==> src/rtl/fastram_bridge.sv <==
// rtl/fastram_bridge.sv - fast-RAM to SDRAM req/ack bridge with posted-write buffer and watchdog
//
// Converts strobe-qualified CPU fast-RAM accesses into a level sd_req/sd_ack
// handshake, holds read data for the core, and stalls the core via cpu_wait
// while an access is outstanding. A watchdog aborts requests that never ack.
//
// Optional feature macro: FASTRAM_WRITE_POST_EN
//   defined   - one-entry posted-write buffer with read-after-write forwarding
//   undefined - every write stalls the core until its ack
//
// Ports:
//   clk_sys, reset           clock, synchronous active-low reset
//   strobe, cpu_ce, cpu_we   memory-phase pulse, select, write enable
//   cpu_addr, cpu_wdata      access address / write data
//   cpu_rdata, cpu_wait      held read data, stall request
//   sd_req, sd_we, sd_addr,  SDRAM request (held until ack) and its
//   sd_wdata                 type / address / data, stable while sd_req=1
//   sd_ack, sd_rdata         one-cycle completion pulse and read data
//   timeout_err              sticky watchdog-abort flag
module fastram_bridge #(
  parameter int ADDR_W  = 23,
  parameter int TIMEOUT = 255
) (
  input  logic              clk_sys,
  input  logic              reset,
  input  logic              strobe,
  input  logic              cpu_ce,
  input  logic              cpu_we,
  input  logic [ADDR_W-1:0] cpu_addr,
  input  logic [7:0]        cpu_wdata,
  output logic [7:0]        cpu_rdata,
  output logic              cpu_wait,
  output logic              sd_req,
  output logic              sd_we,
  output logic [ADDR_W-1:0] sd_addr,
  output logic [7:0]        sd_wdata,
  input  logic              sd_ack,
  input  logic [7:0]        sd_rdata,
  output logic              timeout_err
);

`ifdef FASTRAM_WRITE_POST_EN
  localparam bit POST = 1'b1;
`else
  localparam bit POST = 1'b0;
`endif

  typedef enum logic [1:0] {IDLE, WR, RD, WR_RD} state_t;

  state_t              state, state_n;
  logic                wb_valid, wb_valid_n;
  logic [ADDR_W-1:0]   wb_addr, wb_addr_n;
  logic [7:0]          wb_data, wb_data_n;
  // Holds a write stalled behind the buffer (WR) or the read deferred by WR_RD.
  logic                pend_valid, pend_valid_n;
  logic [ADDR_W-1:0]   pend_addr, pend_addr_n;
  logic [7:0]          pend_data, pend_data_n;
  logic [15:0]         wd_cnt, wd_cnt_n;
  logic [7:0]          cpu_rdata_n;
  logic                cpu_wait_n, sd_req_n, sd_we_n, err_n;
  logic [ADDR_W-1:0]   sd_addr_n;
  logic [7:0]          sd_wdata_n;
  logic                accept;

  always_ff @(posedge clk_sys) begin
    if (!reset) begin
      state       <= IDLE;
      wb_valid    <= 1'b0;
      wb_addr     <= '0;
      wb_data     <= 8'h00;
      pend_valid  <= 1'b0;
      pend_addr   <= '0;
      pend_data   <= 8'h00;
      wd_cnt      <= 16'd0;
      cpu_rdata   <= 8'h00;
      cpu_wait    <= 1'b0;
      sd_req      <= 1'b0;
      sd_we       <= 1'b0;
      sd_addr     <= '0;
      sd_wdata    <= 8'h00;
      timeout_err <= 1'b0;
    end else begin
      state       <= state_n;
      wb_valid    <= wb_valid_n;
      wb_addr     <= wb_addr_n;
      wb_data     <= wb_data_n;
      pend_valid  <= pend_valid_n;
      pend_addr   <= pend_addr_n;
      pend_data   <= pend_data_n;
      wd_cnt      <= wd_cnt_n;
      cpu_rdata   <= cpu_rdata_n;
      cpu_wait    <= cpu_wait_n;
      sd_req      <= sd_req_n;
      sd_we       <= sd_we_n;
      sd_addr     <= sd_addr_n;
      sd_wdata    <= sd_wdata_n;
      timeout_err <= err_n;
    end
  end

  always_comb begin
    state_n      = state;
    wb_valid_n   = wb_valid;
    wb_addr_n    = wb_addr;
    wb_data_n    = wb_data;
    pend_valid_n = pend_valid;
    pend_addr_n  = pend_addr;
    pend_data_n  = pend_data;
    wd_cnt_n     = wd_cnt;
    cpu_rdata_n  = cpu_rdata;
    cpu_wait_n   = cpu_wait;
    sd_req_n     = sd_req;
    sd_we_n      = sd_we;
    sd_addr_n    = sd_addr;
    sd_wdata_n   = sd_wdata;
    err_n        = timeout_err;
    accept       = strobe && cpu_ce && !cpu_wait;

    // Completion or watchdog abort of the live request comes first; an ack
    // with sd_req low belongs to an abandoned request and is ignored.
    if (sd_req) begin
      if (sd_ack) begin
        sd_req_n = 1'b0;
        case (state)
          RD: begin
            cpu_rdata_n = sd_rdata;
            cpu_wait_n  = 1'b0;
            state_n     = IDLE;
          end
          WR_RD: begin
            wb_valid_n = 1'b0;
            sd_we_n    = 1'b0;
            sd_addr_n  = pend_addr;
            state_n    = RD;
          end
          WR: begin
            cpu_wait_n = 1'b0;
            if (pend_valid) begin
              // Stalled write moves into the buffer; it launches after the gap.
              wb_addr_n    = pend_addr;
              wb_data_n    = pend_data;
              sd_addr_n    = pend_addr;
              sd_wdata_n   = pend_data;
              sd_we_n      = 1'b1;
              pend_valid_n = 1'b0;
            end else begin
              wb_valid_n = 1'b0;
              state_n    = IDLE;
            end
          end
          default: ;
        endcase
      end else if (wd_cnt == 16'(TIMEOUT - 1)) begin
        sd_req_n     = 1'b0;
        wb_valid_n   = 1'b0;
        pend_valid_n = 1'b0;
        cpu_wait_n   = 1'b0;
        err_n        = 1'b1;
        state_n      = IDLE;
        if (state == RD || state == WR_RD) cpu_rdata_n = 8'hFF;
      end else begin
        wd_cnt_n = wd_cnt + 16'd1;
      end
    end

    // The strobe sees the post-ack state.
    if (accept) begin
      if (state_n == IDLE) begin
        sd_we_n   = cpu_we;
        sd_addr_n = cpu_addr;
        if (cpu_we) begin
          wb_valid_n = 1'b1;
          wb_addr_n  = cpu_addr;
          wb_data_n  = cpu_wdata;
          sd_wdata_n = cpu_wdata;
          cpu_wait_n = !POST;
          state_n    = WR;
        end else begin
          cpu_wait_n = 1'b1;
          state_n    = RD;
        end
      end else if (POST && state_n == WR && wb_valid_n) begin
        if (cpu_we) begin
          pend_valid_n = 1'b1;
          pend_addr_n  = cpu_addr;
          pend_data_n  = cpu_wdata;
          cpu_wait_n   = 1'b1;
        end else if (cpu_addr == wb_addr_n) begin
          cpu_rdata_n = wb_data_n;
        end else begin
          pend_addr_n = cpu_addr;
          cpu_wait_n  = 1'b1;
          state_n     = WR_RD;
        end
      end
    end

    // Requests rise only from a cycle where sd_req was low, which gives the
    // mandatory idle gap after every ack or abort.
    if (state_n != IDLE && !sd_req) begin
      sd_req_n = 1'b1;
      wd_cnt_n = 16'd0;
    end
  end

endmodule

==> config.mk <==
export PLATFORM = sky130hd
export DESIGN_NAME = fastram_bridge
export DESIGN_NICKNAME = d
export VERILOG_FILES = /design/src/rtl/fastram_bridge.sv
export SDC_FILE = /design/constraint.sdc
export NUM_CORES = 1
export LEC_CHECK = 0
export CAP_MARGIN = 20
export CORE_MARGIN = 3
export CORE_UTILIZATION = 35
export CTS_CLUSTER_SIZE = 20
export DETAILED_ROUTE_END_ITERATION = 10
export RECOVER_POWER = 50
export SYNTH_ARGS = -nofsm -noshare
export SYNTH_HDL_FRONTEND = slang
export SYNTH_SLANG_ARGS = --single-unit
==> constraint.sdc <==
create_clock -name clk_sys -period 2.8 [get_ports clk_sys]
set_input_delay 0.56 -clock clk_sys [delete_from_list [all_inputs] [get_ports clk_sys]]
set_output_delay 0.56 -clock clk_sys [all_outputs]
set_load 0.01 [all_outputs]
# After elaboration in Yosys (flattened, before gate mapping)
# Index checks and enable logic that the tools add are counted.
dict set report totals {
  reg_bits 62
  latchBits 0
  ramBits 0
  rom_bits 0
  inputBits 45
  output_inout_bits 43
  wordCells 80
  memories 0
}
dict set report classes {
  add_sub_neg 1
  mul 0
  div_mod_pow 0
  magnitude_cmp 0
  n_eq_ne 6
  shift 0
  n_mux 44
  bitwise_logic 3
  reduce_logical 16
}
# operator n
set op_table {}
lappend op_table {{23-bit two-way mux} 5}
lappend op_table {{8-bit two-way mux} 11}
lappend op_table {{23-bit one-hot mux with 2 select lines} 1}
lappend op_table {{1-bit two-way mux} 18}
lappend op_table {{16-bit by 1-bit adder with 16-bit output (second input constant)} 1}
lappend op_table {{16-bit by 8-bit equality test with 1-bit output (second input constant)} 1}
lappend op_table {{2-bit two-way mux} 7}
lappend op_table {{3-bit AND reduction} 3}
lappend op_table {{2-bit one-hot mux with 3 select lines} 1}
lappend op_table {{2-bit nonzero test} 3}
lappend op_table {{2-bit equality test (second input constant)} 2}
lappend op_table {{2-bit by 1-bit inequality test with 1-bit output (second input constant)} 2}
lappend op_table {{4-bit AND reduction} 1}
lappend op_table {{2-bit OR reduction} 2}
lappend op_table {{1-bit logical AND} 3}
lappend op_table {{1-bit inverter} 3}
lappend op_table {{2-bit by 1-bit equality test with 1-bit output (second input constant)} 1}
lappend op_table {{1-bit zero test} 2}
lappend op_table {{2-bit zero test} 1}
lappend op_table {{1-bit one-hot mux with 2 select lines} 1}
lappend op_table {{1-bit logical OR} 1}

# Longest topological paths before layout
# Gate-level depths: netlist (run 1).
dict set report logic_depth {
  word_depth 10
  depth_mapped 8
  mapped_depth_nobuf 7
}

# Least setup slack after synthesis (run 1)
# Ideal clock, no wire load.
dict set report synth_path {
  path_type {flip-flop to flip-flop}
  startpoint {register wd_cnt[12]}
  endpoint {register sd_addr[10]}
  setup_ps 72
  t_arrival_ps 2149
  required_time_ps 2728
  setup_slack_ps 579
  path_stages_with_launch 7
  path_buffers 1
  period_less_slack_ps 2221
  cell_sequence {dfxtp_1 > or4_4 > nor4_4 > o31ai_2 > nor3_4 > buf_6 > mux2i_1}
}
dict set report synth_between {
  elab_chain_len 7
}
# item line
set synth_rtl {}
lappend synth_rtl {{from (decl)} 58} ;# logic [15:0] wd_cnt, wd_cnt_n;
lappend synth_rtl {{from (signal assigned)} 90} ;# wd_cnt <= wd_cnt_n;
lappend synth_rtl {{16-bit by 8-bit equality test with 1-bit output} 153} ;# end else if (wd_cnt == 16'(TIMEOUT - 1)) begin
lappend synth_rtl {{2-bit two-way mux} 153}
lappend synth_rtl {{2-bit two-way mux} 122} ;# if (sd_ack) begin
lappend synth_rtl {{2-bit two-way mux} 121} ;# if (sd_req) begin
lappend synth_rtl {{2-bit zero test} 168} ;# if (state_n == IDLE) begin
lappend synth_rtl {{23-bit two-way mux} 168}
lappend synth_rtl {{23-bit two-way mux} 167} ;# if (accept) begin
lappend synth_rtl {{to (signal assigned)} 95} ;# sd_addr <= sd_addr_n;
lappend synth_rtl {{to (decl)} 35} ;# output logic [ADDR_W-1:0] sd_addr,
# No other way between the ends.
# A chain may end at the register's enable or synchronous reset.

# Final worst setup path (run 1)
dict set report layout_path {
  startpoint {input reset}
  endpoint {register wd_cnt[7]}
}
dict set report layout_between {
  elab_chain_len 2
}
# item line
set layout_rtl {}
lappend layout_rtl {{from (decl)} 25} ;# input logic reset,
lappend layout_rtl {{1-bit inverter (no source line)} --}
lappend layout_rtl {{2-bit OR reduction (no source line)} --}
# No other way between the ends.

==> results.cfg, run 1 <==
[run_status]
outcome = finished, final reports clean

[worst_hold_path]
min_from = sd_wdata[4]
min-delay-path-class = flip-flop to flip-flop
hold_end = sd_wdata[4]
min_path_cells = 2

[global_route]
grt_max_degree = 46
grt_pass1_vias = 2327
antenna_found_initial = 1
grt_use_total = 0.150
gr-total-overflow = 0
grt_pass1_wl_mm = 10.6

[drt]
drcViolationCount = 0
wl_per_cell_um = 12.7
routed_wirelength_mm = 6.34
vias_per_cell = 4.68
drtAntennaViolNets = 0
first_pass_iters = 4
drt_first_iter_violations = 64
vias = 2331

[synthesis]
synth_area_per_cell_um2 = 8.86
yosys.area.top_type = dfxtp_1
seq_area_frac_synth = 0.455
syn_inst = 303
synthArstFlopShare = 0
syn_nets = 353
synth_area_leaders = dfxtp_1, mux2i_1, nand2_1
ys_seq_elements = 61
synth_edf_count = 0
netlist.area_leader.share = 0.455
synthesis.area_mm2 = 0.00269
ys.warnings.count = 0
ys_types = 37
synth_ff_type = dfxtp_1

[clock_tree]
cts_buffer_depth = 2
h-tree-depth = 3
post_cts_buffers = 0
cts_sinks = 61
cts_buffers = 9
clock_latency_ns = 0.33
cts-root-buf = clkbuf_8
cts.repair.resized = 0
tritoncts = done
hold_buffers = 0
clkTransAtPathRegs_ns = 0.06

[pwr]
pwr-share-comb = 0.129
p_leak_nw = 1.53
p_int_w = 0.00167
p_sw_frac = 0.222
switching_power_w = 0.000477
power_density_mw_per_mm2 = 548
clock_power_share = 0.439
peakVddDrop_uv = 310
pwr-share-seq = 0.432

[sta]
tightestPinTransition_ns = 0.871
grt_setup_unrepaired = false
setup_viol_count_final = 0
fin_crit_ns = 2.38
whs_ns = 0.456
fmax_ghz = 0.421
hold_violations = 0
fin_ws_ns = 0.423
finClkSkew_ns = 0.00782
period_share = 0.849
tns_ns = 0
relSlewSlack = 0.419
final_max_slew_viol_count = 0

[worst_setup_path]
startpoint_type = primary input
cp_cell_sequence = dlygate4sd3_1, clkbuf_2, nand2b_1, clkbuf_1, nor3_1
crit_required_ns = 2.98
cp.arrival_ns = 2.56
crit_path_end_kind = flip-flop
criticalPathCategory = primary input to flip-flop
cp_max_fo = 45
crit_slowest_cell = clkbuf_1
r2r_cells = 6
path_delay_family = buffers and inverters
critPathBufInv = 3
critPathMaxStageDelay_ns = 0.57
rrSetupSlack_ns = 0.52
r2r-start = wd_cnt[12]
worstReg2RegEnd = sd_wdata[0]

[floorplan]
rows = 31
dieArea_mm2 = 0.00876
die_w_um = 93.6
core_mm2 = 0.00733
io_pins = 88
initial_core_util = 0.366
die-height_um = 93.6

[placement]
finalWeightedCongestion = 0.792
dp_slack_ns = 0.365
io_buffer_count = 87
dp_hpwl_mm = 4.54

[final_layout]
area_growth_pct = 45.8
drive_gt1_frac = 0.0704
layout_commonest_cell = nand2_1
final_cell_mix = nand2_1, dfxtp_1, dlygate4sd3_1
nets = 443

[job]
drv_cap = 0
-- how the worst max path moves through the flow --
stage | depth (start not counted) | slack, ns | end | startpoint
after floorplan | 6 | 0.58 | sd_addr[10] | wd_cnt[12]
after global placement | 6 | 0.44 | sd_addr[10] | sd_ack
after detailed placement | 7 | 0.37 | sd_wdata[0] | sd_ack
after CTS | 6 | 0.50 | sd_wdata[0] | wd_cnt[12]
after global routing | 4 | 0.16 | cpu_rdata[2] | reset
final | 5 | 0.42 | wd_cnt[7] | reset
-- flip-flops by register name, summed over array words and instances (netlist names) --
register and cells:
sd_wdata 8, sd_we 1, cpu_rdata 8, cpu_wait 1, state 2, timeout_err 1
wd_cnt 16, sd_req 1, sd_addr 23
-- per-layer routing --
layer  global-route usage  part of all wire
met4               0.0397             0.011
met3               0.0805             0.095
met1                0.179              0.44
met5                    0                 0
met2                0.235              0.45
-- worst reg2reg max path, stage by stage (launching register included) --
cell	delay, ns
dfxtp_1	0.35
or4_4	0.56
nor4_1	0.35
a21oi_1	0.25
nor4_2	0.27
buf_4	0.24
mux2i_1	0.20
-- area by class of cell --
class	instances	area [um2]
tap	99	124
inverter	14	52.6
clock buffer	12	145
clock inverter	4	95.1
fill	691	3420
timing repair buffer	95	937
antenna	1	2.50
sequential	61	1220
multi-input combinational	212	1340
-- cell families (layout without fill, tap and decap cells) --
family                     after synthesis  in the layout  synth area share
AOI/OAI and AO/OA                       20             20            0.0587
xor gates and xnor gates                14             14            0.0457
adders and majority gates                5              5            0.0233
buffers and inverters                   30            125            0.0494
DFF                                     61             61             0.455
muxes                                   32             32             0.119
other                                    0              1                 0
and+or+nand+nor                        141            141             0.249
-- cells in the mapped netlist, drive strengths merged (2+ instances only) --
master,n
xnor2,14
o21a,4
nand4,2
nor4,10
buf,5
nand3b,2
nand2,71
nand2b,2
nor2b,2
inv,13
a311oi,8
and4,2
nor3,8
clkbuf,11
nor4b,2
mux2i,32
dfxtp,61
ha,5
nor2,28
nand3,7
a21oi,3
-- metrics by stage --
stage / cells / power (W) / instance area (um2) / utilization
after floorplan: 303 / 0.00108 / 2690 / -
after global placement: 481 / 0.00124 / 3680 / 0.502
after detailed placement: 481 / 0.00124 / 3680 / 0.502
after CTS: 497 / 0.00219 / 3920 / 0.535
after global routing: 498 / 0.00224 / 3920 / 0.534
final: 498 / 0.00215 / 3920 / 0.534
-- power by group through the flow --
stage	Sequential [W]	Combinational (W)	Clock, W
CTS	0.000929	0.000294	0.000969
detailed placement	0.000947	0.000294	0
global route	0.000932	0.000304	0.00100
finish	0.000927	0.000276	0.000943
floorplan	0.000958	0.000124	0
global placement	0.000947	0.000291	0
No activity file was read; power rests on OpenSTA's default activity.
==> inputs of run 2 (changes only) <==
Settings changed: PLACE_DENSITY set to 0.66.
Clock period 2.8 ns to 2.1 ns, I/O delays scaled along.
==> results.cfg, run 2 (synthesis gave the netlist of run 1 again) <==
[floorplan]
die_w_um = 93.6
dieArea_mm2 = 0.00876
initial_core_util = 0.366
io_pins = 88
core_mm2 = 0.00733
die-height_um = 93.6
rows = 31

[clock_tree]
clkTransAtPathRegs_ns = 0.07
cts-root-buf = clkbuf_8
clock_latency_ns = 0.34
hold_buffers = 0
cts_buffer_depth = 2
cts_sinks = 61
tritoncts = done
cts_buffers = 9
h-tree-depth = 3

[final_layout]
design_area_mm2 = 0.00418
layout_commonest_cell = nand2_1
drive_gt1_frac = 0.139
antenna_cells = 0
nets = 470
final_cell_mix = nand2_1, dfxtp_1, clkdlybuf4s50_1
regMostFlops = sd_addr
largest_reg_flops = 23
area_growth_pct = 55.7
fin_cells = 523
reg.largest.list = sd_addr: 23 flops, wd_cnt: 16 flops

[sta]
grt_setup_unrepaired = true
finClkSkew_ns = 0.00589
relSlewSlack = 0.750
tightestPinTransition_ns = 0.370
fin_ws_ns = -0.0680
hold_violations = 0
setup_viol_count_final = 30
final_max_slew_viol_count = 0
fin_crit_ns = 2.17
fmax_ghz = 0.461
period_share = 1.03

[pwr]
p_sw_frac = 0.249
pwr-share-seq = 0.466
pwr-share-comb = 0.162
clock_power_share = 0.372
power_density_mw_per_mm2 = 631
power.total_w = 0.00264
p_leak_nw = 1.65
peakVddDrop_uv = 419
p_int_w = 0.00198
switching_power_w = 0.000657

[worst_setup_path]
crit_path_end_kind = flip-flop
criticalPathCategory = flip-flop to flip-flop
cp.arrival_ns = 2.44
cp_max_fo = 25
crit_required_ns = 2.37
startpoint_type = flip-flop

[global_route]
grt_pass1_wl_mm = 11.2
gr-total-overflow = 0
antenna_found_initial = 0
grt_use_total = 0.162
grt_max_degree = 30
grt_pass1_vias = 2535

[placement]
placedInstanceArea_mm2 = 0.00387
finalWeightedCongestion = 0.785
io_buffer_count = 87
dp_hpwl_mm = 4.72
dpl.cell_count = 502
dp_slack_ns = -0.153

[drt]
first_pass_iters = 4
drcViolationCount = 0
wl_per_cell_um = 12.7
drt_first_iter_violations = 77
vias = 2494
drtAntennaViolNets = 0
routed_wirelength_mm = 6.64
vias_per_cell = 4.77

[worst_hold_path]
min-delay-path-class = flip-flop to flip-flop

[job]
drv_cap = 0

[run_status]
outcome = finished with violations
violations = setup timing
==> run 2: changes by cell type in the layout (fill, tap and decap cells not counted), sizes merged <==
| cell | delta |
|---|---|
| clkinv | +2 |
| clkbuf | -4 |
| clkinvlp | +1 |
| bufinv | -2 |
| diode | -1 |
| dlygate4sd3 | -13 |
| clkdlybuf4s50 | +13 |
| buf | +29 |
==> run 2: worst paths after layout <==
check,startpoint,end,slack [ns],depth (start not counted)
setup / recovery,wd_cnt[8],sd_addr[11],-0.07,8
hold / removal,sd_wdata[1],sd_wdata[1],0.46,2
setup reg to reg,wd_cnt[8],sd_addr[11],-0.07,8
hold reg to reg,sd_wdata[1],sd_wdata[1],0.46,2
==> run 2: repair_timing <==
item | in CTS | in global routing
pin swaps | 7 | 1
gates resized for setup | 6 | 5
buffers inserted | 3 | 1
endpoints found under the setup margin | 42 | 43
gates cloned | 2 | 0
hold endpoints to repair | 0 | 0
==> run 2: layout make-up <==
class / count / area, um2
Clock buffer: 10 / 128
Clock inverter: 5 / 52.6
Fill cell: 636 / 3150
Inverter: 14 / 52.6
Multi-Input combinational cell: 212 / 1390
Sequential cell: 61 / 1220
Tap cell: 99 / 124
Timing Repair Buffer: 122 / 1210
==> run 2: metrics by stage <==
stage          utilization  hold WS (ns)  setup TNS [ns]
2_1_floorplan            -         0.478           -2.22
3_3_place_gp         0.528         0.441           -2.34
3_5_place_dp         0.528         0.450           -4.98
4_1_cts              0.565         0.461           -1.43
5_1_grt              0.570         0.473           -5.05
6_report             0.570         0.456           -1.39
==> run 2: metal layers <==
layer,global-route usage,vias up,part of all wire
met4,0.0517,0,0.014
met5,0,-,0
li1,-,1258,-
met2,0.261,67,0.48
met1,0.182,1161,0.42
met3,0.0893,8,0.093
==> run 2: critical path, cell delays in order (launching register included) <==
cell,delay (ns)
dfxtp_1,0.31
or4b_4,0.56
buf_6,0.14
nor4_4,0.23
buf_4,0.18
o31ai_4,0.08
nor3_4,0.16
buf_12,0.24
mux2i_1,0.20
==> run 2: power groups by stage <==
stage	clock network [W]	registers (W)	logic, W
2_1_floorplan	0	0.00128	0.000169
3_3_place_gp	0	0.00126	0.000421
3_5_place_dp	0	0.00126	0.000425
4_1_cts	0.00102	0.00123	0.000437
5_1_grt	0.00107	0.00124	0.000465
6_report	0.000980	0.00123	0.000427
==> inputs of run 3 (changes only) <==
--- a/config.mk
+++ b/config.mk
@@ -11,7 +11,8 @@
 export CTS_CLUSTER_SIZE = 20
 export DETAILED_ROUTE_END_ITERATION = 10
-export PLACE_DENSITY = 0.66
+export PLACE_DENSITY_LB_ADDON = 0.15
 export RECOVER_POWER = 50
 export SYNTH_ARGS = -nofsm -noshare
 export SYNTH_HDL_FRONTEND = slang
 export SYNTH_SLANG_ARGS = --single-unit
+export TNS_END_PERCENT = 5
==> constraint.sdc (replaced) <==
create_clock -name clk_sys -period 2.1 [get_ports clk_sys]
set_input_delay 0.315 -clock clk_sys [delete_from_list [all_inputs] [get_ports clk_sys]]
set_output_delay 0.315 -clock clk_sys [all_outputs]
set_load 0.01 [all_outputs]
==> results.cfg, run 3 (synthesis gave the netlist of run 1 again) <==
[drt]
wl_per_cell_um = 13.1
vias = 2429
drcViolationCount = 0
dr_wl_met3_um = 601
drt_first_iter_violations = 103
drtAntennaViolNets = 0
first_pass_iters = 4
routed_wirelength_mm = 6.73
dr_wl_met2_mm = 3.06
highest_layer = met4
wl_met1_mm = 2.99
vias_per_cell = 4.72

[worst_setup_path]
crit_required_ns = 2.37
r2r_cells = 7
criticalPathCategory = flip-flop to flip-flop
critPathMaxStageDelay_ns = 0.57
cp_cell_sequence = or4b_4, nor4_4, o31ai_4, nor3_4, buf_6, clkbuf_16, mux2i_1
r2r-start = wd_cnt[10]
cp.arrival_ns = 2.41
startpoint_type = flip-flop
rrSetupSlack_ns = -0.04
crit_slowest_cell = or4b_4
cp_max_fo = 12
worstReg2RegEnd = sd_addr[15]
path_delay_family = simple AND/OR/NAND/NOR gates
critPathBufInv = 2
crit_path_end_kind = flip-flop
crit_start = wd_cnt[10]

[sta]
period_share = 1.02
grt_setup_unrepaired = true
relSlewSlack = 0.426
fin_ws_ns = -0.0420
setup_viol_count_final = 28
tns_ns = -0.687
tightestPinTransition_ns = 0.861
whs_ns = 0.457
fmax_ghz = 0.467
fin_crit_ns = 2.14
finClkSkew_ns = 0.00424
hold_violations = 0
final_max_slew_viol_count = 0

[placement]
finalWeightedCongestion = 0.792
dpl.cell_count = 491
io_buffer_count = 87
dp_hpwl_mm = 4.40

[pwr]
peakVddDrop_uv = 398
power_density_mw_per_mm2 = 626
p_leak_nw = 1.59

[floorplan]
die-height_um = 93.6
dieArea_mm2 = 0.00876
rows = 31
die_w_um = 93.6
initial_core_util = 0.366
core_mm2 = 0.00733
io_pins = 88

[final_layout]
regArea_mm2 = 0.00122
drive_gt1_frac = 0.115
fill_cells = 654
area_growth_pct = 51.8
antenna_cells = 0
fin_cells = 515
final_core_utilization = 0.556
reg.largest.list = sd_addr: 23 flops, wd_cnt: 16 flops
layout_commonest_cell = nand2_1
final_cell_mix = nand2_1, dfxtp_1, clkdlybuf4s50_1
nets = 462
largest_reg_flops = 23
multiInputGateArea_mm2 = 0.00137
regMostFlops = sd_addr

[run_status]
violations = setup timing
outcome = finished with violations

[worst_hold_path]
min_from = sd_addr[9]
hold_end = sd_addr[9]
min-delay-path-class = flip-flop to flip-flop
min_path_cells = 2

[global_route]
grt_max_degree = 46
gr-total-overflow = 0
grt_pass1_wl_mm = 10.4
grt_use_total = 0.150
grt_pass1_vias = 2282
antenna_found_initial = 0

[clock_tree]
cts_sinks = 61
cts_buffers = 9
cts-root-buf = clkbuf_8
h-tree-depth = 3
tritoncts = done
cts_buffer_depth = 2
clkTransAtPathRegs_ns = 0.07
clock_latency_ns = 0.33

[job]
drv_cap = 0
-- run 3: changes by cell type in the layout (fill, tap and decap cells not counted), sizes merged --
cell and delta:
clkinvlp -1, buf -10, clkinv -1, clkdlybuf4s50 +1, bufinv -1, clkbuf +5
dlygate4sd3 -1
-- run 3: layout make-up --
| cell class | count | area share |
|---|---|---|
| clock buffers | 13 | 0.0365 |
| well taps | 99 | 0.0304 |
| flip-flops and latches | 61 | 0.300 |
| multi-input cells | 212 | 0.337 |
| inverters | 14 | 0.0129 |
| repair buffers | 114 | 0.281 |
| clock inverters | 2 | 0.00246 |
-- run 3: worst register-to-register path: stages (launching register included) --
cell,delay (ns)
dfxtp_1,0.31
or4b_4,0.57
nor4_4,0.37
o31ai_4,0.12
nor3_4,0.21
buf_6,0.14
clkbuf_16,0.17
mux2i_1,0.18
-- run 3: report_power, final --
part | internal (W) | leakage [nW] | switching [W]
logic | 0.000243 | 1.01 | 0.000188
registers | 0.00120 | 0.495 | 0.0000266
clock network | 0.000451 | 0.0833 | 0.000436
total | 0.00190 | 1.59 | 0.000650
-- run 3: worst max-delay path by stage --
stage,to,slack [ns],depth (start not counted)
2_1_floorplan,sd_addr[10],-0.12,6
3_3_place_gp,sd_wdata[2],-0.03,7
3_5_place_dp,sd_we,-0.10,6
4_1_cts,cpu_rdata[2],-0.02,5
5_1_grt,sd_addr[17],-0.15,7
6_report,sd_addr[15],-0.04,7
-- run 3: routing by layer --
| layer | track usage | vias up |
|---|---|---|
| met2 | 0.228 | 64 |
| met1 | 0.180 | 1117 |
| met4 | 0.0542 | 0 |
| met3 | 0.0796 | 7 |
| li1 | - | 1241 |
| met5 | 0 | - |
-- run 3: per-stage QoR --
step                      power (W)  cell area, um2  setup slack [ns]
after floorplan             0.00144            2690            -0.121
after global placement      0.00166            3770           -0.0288
after detailed placement    0.00167            3770            -0.100
after CTS                   0.00256            3940           -0.0160
after global routing        0.00267            4080            -0.154
final                       0.00255            4080           -0.0420
-- run 3: what timing repair did --
action / 4_1_cts / 5_1_grt
hold buffers: 0 / 0
endpoints found under the setup margin: 34 / 41
cloned: 0 / 2
buffers inserted: 0 / 7
endpoints found under the hold margin: 0 / 0
resized for setup: 3 / 9
pin swaps: 0 / 11
